--- src/rtl/fma_dot_sequencer.sv ---
// Dot-product sequencer: issues one fused multiply-add per term into an external
// FMA pipeline and chains each tagged result back in as the next addend.
module fma_dot_sequencer #(
  parameter int unsigned N_TERMS = 3,
  parameter int unsigned TIMEOUT = 64,
  localparam int unsigned FIXED_W = 32,
  localparam int unsigned IDX_W = (N_TERMS > 2) ? $clog2(N_TERMS) : 1,
  localparam int unsigned TAG_W = IDX_W + 2,
  localparam int unsigned OP_W = 2
) (
  input  logic                       clock,
  input  logic                       reset_n,
  input  logic                       in_valid,
  output logic                       in_ready,
  input  logic [N_TERMS*FIXED_W-1:0] in_x,
  input  logic [N_TERMS*FIXED_W-1:0] in_y,
  input  logic [N_TERMS-1:0]         in_negate,
  input  logic [FIXED_W-1:0]         in_bias,
  output logic                       out_valid,
  input  logic                       out_ready,
  output logic [FIXED_W-1:0]         out_result,
  output logic                       out_error,
  output logic [OP_W-1:0]            fma_opcode,
  output logic [FIXED_W-1:0]         fma_a,
  output logic [FIXED_W-1:0]         fma_b,
  output logic [FIXED_W-1:0]         fma_c,
  output logic [TAG_W-1:0]           fma_tag_i,
  input  logic [FIXED_W-1:0]         fma_r,
  input  logic [TAG_W-1:0]           fma_tag_o
);

  localparam int unsigned CNT_W  = $clog2(TIMEOUT);
  localparam int unsigned HOLD_W = $clog2(TIMEOUT + 1);
  localparam logic [OP_W-1:0]  OP_POS_A_POS_C = OP_W'(0);
  localparam logic [OP_W-1:0]  OP_NEG_A_POS_C = OP_W'(1);
  localparam logic [IDX_W-1:0] LAST_K = IDX_W'(N_TERMS - 1);
  localparam logic [CNT_W-1:0] CNT_LAST = CNT_W'(TIMEOUT - 2);

  typedef enum logic [1:0] {IDLE, ISSUE, WAIT, DONE} state_t;

  state_t               state, state_nxt;
  logic [IDX_W-1:0]     k, k_nxt;
  logic [FIXED_W-1:0]   acc, acc_nxt;
  logic                 job, job_nxt;
  logic                 err, err_nxt;
  logic [CNT_W-1:0]     cnt, cnt_nxt;
  logic [HOLD_W-1:0]    hold, hold_nxt;
  logic [FIXED_W-1:0]   x_q [N_TERMS];
  logic [FIXED_W-1:0]   x_nxt [N_TERMS];
  logic [FIXED_W-1:0]   y_q [N_TERMS];
  logic [FIXED_W-1:0]   y_nxt [N_TERMS];
  logic [N_TERMS-1:0]   neg_q, neg_nxt;

  logic                 issue_nxt;
  logic                 in_ready_nxt, out_valid_nxt, out_error_nxt;
  logic [FIXED_W-1:0]   out_result_nxt, a_nxt, b_nxt, c_nxt;
  logic [OP_W-1:0]      opcode_nxt;
  logic [TAG_W-1:0]     tag_nxt;

  logic                 ret_valid, ret_job;
  logic [IDX_W-1:0]     ret_idx;

  assign ret_valid = fma_tag_o[TAG_W-1];
  assign ret_job   = fma_tag_o[TAG_W-2];
  assign ret_idx   = fma_tag_o[IDX_W-1:0];

  // Next-state and next-output decode; outputs are registered from the next state.
  always_comb begin
    state_nxt = state;
    k_nxt     = k;
    acc_nxt   = acc;
    job_nxt   = job;
    err_nxt   = err;
    cnt_nxt   = cnt;
    hold_nxt  = (hold != '0) ? hold - HOLD_W'(1) : hold;
    x_nxt     = x_q;
    y_nxt     = y_q;
    neg_nxt   = neg_q;

    unique case (state)
      IDLE: begin
        if (in_valid) begin
          for (int i = 0; i < int'(N_TERMS); i++) begin
            x_nxt[i] = in_x[i*FIXED_W +: FIXED_W];
            y_nxt[i] = in_y[i*FIXED_W +: FIXED_W];
          end
          neg_nxt   = in_negate;
          acc_nxt   = in_bias;
          k_nxt     = '0;
          job_nxt   = ~job;
          state_nxt = ISSUE;
        end
      end
      ISSUE: begin
        // Held here until the post-reset discard window has lapsed.
        if (hold == '0) begin
          cnt_nxt   = '0;
          state_nxt = WAIT;
        end
      end
      WAIT: begin
        cnt_nxt = cnt + CNT_W'(1);
        if (ret_valid && (ret_job == job)) begin
          if (ret_idx == k) begin
            acc_nxt = fma_r;
            if (k == LAST_K) begin
              state_nxt = DONE;
            end else begin
              k_nxt     = k + IDX_W'(1);
              state_nxt = ISSUE;
            end
          end else begin
            err_nxt   = 1'b1;
            state_nxt = DONE;
          end
        end else if (cnt == CNT_LAST) begin
          err_nxt   = 1'b1;
          state_nxt = DONE;
        end
      end
      DONE: begin
        if (out_ready) begin
          err_nxt   = 1'b0;
          state_nxt = IDLE;
        end
      end
    endcase

    issue_nxt      = (state_nxt == ISSUE) && (hold_nxt == '0);
    in_ready_nxt   = (state_nxt == IDLE);
    out_valid_nxt  = (state_nxt == DONE);
    out_result_nxt = (state_nxt == DONE) ? acc_nxt : '0;
    out_error_nxt  = (state_nxt == DONE) ? err_nxt : 1'b0;
    a_nxt          = issue_nxt ? x_nxt[k_nxt] : '0;
    b_nxt          = issue_nxt ? y_nxt[k_nxt] : '0;
    c_nxt          = issue_nxt ? acc_nxt : '0;
    opcode_nxt     = (issue_nxt && neg_nxt[k_nxt]) ? OP_NEG_A_POS_C : OP_POS_A_POS_C;
    tag_nxt        = issue_nxt ? {1'b1, job_nxt, k_nxt} : '0;
  end

  // State, datapath and output registers.
  always_ff @(posedge clock) begin
    if (!reset_n) begin
      state      <= IDLE;
      k          <= '0;
      acc        <= '0;
      job        <= 1'b0;
      err        <= 1'b0;
      cnt        <= '0;
      hold       <= HOLD_W'(TIMEOUT);
      x_q        <= '{default: '0};
      y_q        <= '{default: '0};
      neg_q      <= '0;
      in_ready   <= 1'b0;
      out_valid  <= 1'b0;
      out_result <= '0;
      out_error  <= 1'b0;
      fma_opcode <= OP_POS_A_POS_C;
      fma_a      <= '0;
      fma_b      <= '0;
      fma_c      <= '0;
      fma_tag_i  <= '0;
    end else begin
      state      <= state_nxt;
      k          <= k_nxt;
      acc        <= acc_nxt;
      job        <= job_nxt;
      err        <= err_nxt;
      cnt        <= cnt_nxt;
      hold       <= hold_nxt;
      x_q        <= x_nxt;
      y_q        <= y_nxt;
      neg_q      <= neg_nxt;
      in_ready   <= in_ready_nxt;
      out_valid  <= out_valid_nxt;
      out_result <= out_result_nxt;
      out_error  <= out_error_nxt;
      fma_opcode <= opcode_nxt;
      fma_a      <= a_nxt;
      fma_b      <= b_nxt;
      fma_c      <= c_nxt;
      fma_tag_i  <= tag_nxt;
    end
  end

endmodule

--- config.mk ---
export PLATFORM = sky130hd
export DESIGN_NAME = fma_dot_sequencer
export DESIGN_NICKNAME = d
export VERILOG_FILES = /design/src/rtl/fma_dot_sequencer.sv
export SDC_FILE = /design/constraint.sdc
export NUM_CORES = 1
export LEC_CHECK = 0
export CAP_MARGIN = 20
export CORE_MARGIN = 5
export CORE_UTILIZATION = 30
export CTS_CLUSTER_SIZE = 40
export DETAILED_ROUTE_END_ITERATION = 6
export HOLD_SLACK_MARGIN = 0.06
export SKIP_CTS_REPAIR_TIMING = 1
export SYNTH_ARGS = -nofsm -noshare
export SYNTH_HDL_FRONTEND = slang
export SYNTH_SLANG_ARGS = --single-unit
--- constraint.sdc ---
create_clock -name clock -period 6 [get_ports clock]
set_input_delay 0.9 -clock clock [delete_from_list [all_inputs] [get_ports clock]]
set_output_delay 0.9 -clock clock [all_outputs]
set_load 0.01 [all_outputs]
======== Word level (Yosys, flattened, before mapping) ========
Cells that the tools add are included.
cells by class
  bitwise gates (word level) .............. 2
  order comparisons ....................... 2
  equality and inequality tests ........... 10
  reduce and logical (&&, ||, !) cells .... 12
  $add $sub $neg .......................... 3
  multiplexer cells ....................... 43
operator list
  cell                   number
  $mux W96               4
  $mux W32               7
  $bmux W32 S2           2
  $pmux W32 S2           1
  $mux W2                11
  $logic_not A7 Y1       2
  $pmux W6 S2            1
  $eq A2 B2 Y1 const B   4
  $mux W1                8
  $pmux W2 S4            1
  $mux W7                1
  $reduce_bool A7 Y1     1
  $sub A7 B1 Y7 const B  1
  $add A6 B1 Y6 const B  1
  $eq A6 B6 Y1 const B   1
  $mux W3                2
  $mux W6                1
  $reduce_and A2 Y1      3
  $eq A2 B1 Y1 const B   2
  $logic_not A2 Y1       2
  $mux W4                1
  $pmux W2 S2            1
  $ge A3 B3 Y1 const B   1
  $logic_and A1 B1 Y1    3
  other kinds (10)       10
word-level totals
  output and inout port bits .............. 137
  logic and storage cells ................. 96
  bits in registers ....................... 383
  bits of input ports ..................... 267

======== Logic depth before layout (Yosys ltp) ========
  depth in word-level cells ............... 9
  depth in mapped cells ................... 10

======== Least setup slack after synthesis ========
Ideal clock, no wire load.
  kind .................................... in2reg
  from .................................... input fma_tag_o[2]
  to ...................................... register fma_a[26]
  path buffers ............................ 3
  slack ................................... 3.404 ns
  data arrival time ....................... 2.480 ns
  data required time ...................... 5.884 ns
  setup time .............................. 0.116 ns
  stages .................................. 9
  cells stage by stage .................... xnor2_1 -> and4_1 -> buf_2 -> mux2i_1 -> buf_2 -> buf_2 -> nand2_1 -> a32oi_1 -> nor2_1
on the way
  longest elaborated chain between the ends .. 8
ends and longest elaborated chain
  what                                         line  source
  start: declaration                           29    input logic [TAG_W-1:0] fma_tag_o
  $eq A1 B1 Y1 *                               103   if (ret_valid && (ret_job == job)) begin
  $logic_and A1 B1 Y1 *                        103
  $mux W2                                      103
  $pmux W2 S2                                  80    unique case (state)
  $not A2 Y3 (not written as such)             134   a_nxt = issue_nxt ? x_nxt[k_nxt] : '0;
  $bmux W32 S2                                 134
  $mux W32 (not written as such) (2 in a row)  134
  end signal: assignment                       179   fma_a <= a_nxt;
  end: declaration                             24    output logic [FIXED_W-1:0] fma_a,
Mark *: on every way between the ends. The rest lies on a longest branch, timed or not. The select of a mux whose other input is x is not followed.
A chain may end at the register's enable or synchronous reset.

======== Worst setup path after layout ========
  from .................................... input in_valid
  to ...................................... register fma_a[7]
on the way
  longest elaborated chain between the ends .. 6
ends and longest elaborated chain
  what                                         line  source
  start: declaration                           13    input logic in_valid,
  $mux W2                                      82    if (in_valid) begin
  $pmux W2 S2                                  80
  $not A2 Y3 (not written as such)             134
  $bmux W32 S2                                 134
  $mux W32 (not written as such) (2 in a row)  134
Parallel ways exist; a longest one is shown, timed or not. The select of a mux whose other input is x is not followed.

==> impl_metrics.yaml <==
status:
  status: "completed"
die:
  die_area_um2: 50900
  die_w_um: 226
  fp.dieH_um: 226
  initial_core_util: 0.301
  row_count: 79
  core_area_um2: 46300
  pin_count: 404
global_routing:
  grt_max_degree: 118
  antenna_found_initial: 7
  grt_pass1_vias: 11700
  grt_pass1_wl_mm: 67.5
  track_usage: 0.168
  grt_overflow: 0
worst_setup_path:
  start_kind: "input pin"
  cp-end-kind: "flip-flop"
  worstPathMaxFanout: 65
  arrival_ns: 3.96
  critical_path_class: "input pin to flip-flop"
  required_ns: 6.41
logic_synthesis:
  syn-instance-count: 1434
  synth_area_leaders: "dfxtp_1 55%, mux2i_1 10%, nor2_1 8.8%, mux2_2 4.4%, nand2_1 3.8%"
  yosys_most_used_dff: "dfxtp_1"
  yosys.area.top_type: "dfxtp_1"
  ys_seq_elements: 382
  yosysTopAreaCellShare: 0.548
  synth_area_per_cell_um2: 9.73
  synth_edf_count: 0
  syn_area_um2: 13900
  ys_seq_area_frac: 0.548
  synthDistinctLibCells: 44
  synthTopCellsByCount: "382 x dfxtp_1, 328 x nor2_1, 145 x mux2i_1"
  yosys_warnings: 0
  syn-num-nets: 1707
  async_reset_ff_frac: 0
  yosysMostFrequentCell: "dfxtp_1"
cells_and_area:
  num-fill-cells: 4411
  syn2layout_area_growth_pct: 42.3
  drive_above_1_share: 0.0816
  multi_input_area_um2: 5780
  final_nets: 2064
  regArea_um2: 7650
detailed_routing:
  drtAntennaViolNets: 0
  viasPerCell: 4.64
  finalWirelength_mm: 44.4
  drt_iter0_markers: 523
  drc: 0
  routedWlPerCell_um: 18.2
  dr_total_vias: 11300
  dr.pass1.iters: 5
pwr:
  vdd_drop_max_mv: 0.175
  power_density_nw_per_um2: 317
  power.leakage_uw: 0.00781
clock_tree:
  clk_path_buf_depth: 3
  htreeDepth: 2
  cts_tree: "built"
  cts_sinks: 382
  cts_root_buf: "clkbuf_16"
  insertion_delay_ns: 0.56
  numCtsBuffers: 43
  clk_pin_slew_ns: 0.06
timing:
  rsz0062_at_grt: "no"
  worst-slew-pin-transition_ns: 1.07
  finalCriticalPeriod_ns: 3.55
  fmax_mhz: 282
  final_hold_viol_count: 0
  setup_violations: 0
  fin_crit_sh: 0.592
  tns_ns: 0
  clock_skew_ns: 0.0213
  relSlewSlack: 0.285
  holdWs_ns: 0.477
  drv_slew: 0
hold_path:
  min_path_type: "flip-flop to flip-flop"
placement:
  numPortBuffers: 402
  gp_congestion: 0.791
  dp_hpwl_mm: 29.6
job:
  cap_violations: 0
==> placed cells by master (no fill, tap or decap), types with 7 or more instances in the layout <==
cell type and instances:
buf_4 14, clkdlybuf4s50_1 401, clkinv_2 7, clkbuf_8 11, dfxtp_1 382, clkbuf_16 45
mux2i_1 144, nor2_1 327, a32oi_1 53, nor3_1 15, o21ai_0 10, clkbuf_1 10
nand2_1 142, xnor2_1 9, mux2_2 54, a22o_1 32, and2_1 55, inv_1 10
a31oi_1 14, a21oi_1 35
==> per-stage QoR <==
step	util	std cells	total power [uW]	area (um^2)	worst slack, ns
3_5_place_dp	0.398	2353	3700	18400	1.89
4_1_cts	0.429	2432	6380	19800	2.48
3_3_place_gp	0.397	2352	3680	18400	1.83
5_1_grt	0.429	2433	6580	19800	2.24
2_1_floorplan	-	1434	3370	13900	3.40
6_report	0.429	2435	6290	19900	2.45
==> final timing paths <==
kind	startpoint	to	slack (ns)	cells past startpoint
min reg2reg	cnt[5]$_SDFFE_PN0P_	cnt[5]$_SDFFE_PN0P_	0.48	1
max reg2reg	state[1]$_SDFF_PN0_	fma_a[7]$_SDFF_PN0_	2.73	7
max	in_valid	fma_a[7]$_SDFF_PN0_	2.45	8
min	cnt[5]$_SDFFE_PN0P_	cnt[5]$_SDFFE_PN0P_	0.48	1
==> metal layers <==
layer | global-route usage | vias to the layer above | wire length (um)
li1 | - | 5530 | -
met1 | 0.213 | 5357 | 19200
met2 | 0.276 | 343 | 20700
met3 | 0.0550 | 60 | 3600
met4 | 0.0439 | 8 | 849
met5 | 0 | - | 51
==> registers in the layout (all words and copies together) (netlist names), 2 cells and up <==
signal / count
fma_b: 32
hold: 7
fma_a: 32
acc: 32
neg_q: 3
out_result: 32
cnt: 6
k: 2
y_q: 96
fma_tag_i: 4
x_q: 96
state: 2
fma_c: 32
==> area by class of cell <==
cell class | instances | area share
diodes | 3 | 0.000378
inverters | 11 | 0.00233
well taps | 607 | 0.0383
clock buffers | 66 | 0.0662
flip-flops and latches | 382 | 0.385
multi-input cells | 935 | 0.291
repair buffers | 418 | 0.210
clock inverters | 13 | 0.00649
==> critical path, stage by stage <==
cell and delay (ns):
clkdlybuf4s50_1 0.52, nor3b_2 0.21, buf_4 0.61, buf_4 0.91, mux2i_1 0.34, nand2_1 0.09
a32oi_1 0.22, nor2_1 0.05
==> power by group <==
part / internal [uW] / switching [uW]
clock: 1600 / 1050
combinational: 470 / 418
sequential: 2690 / 68.9
==> cells by family (layout without fill, tap and decap cells) <==
logic type                 after synthesis  after routing  synth area share
adders and majority gates                6              6           0.00538
buffers and inverters                  117            508            0.0399
muxes                                  200            200             0.148
xor gates and xnor gates                10             10           0.00628
and+or+nand+nor                        565            565             0.170
other                                    1              4          0.000269
DFF                                    382            382             0.548
AOI/OAI and AO/OA                      153            153            0.0813
Note: power is estimated with default switching activity, not from simulation.
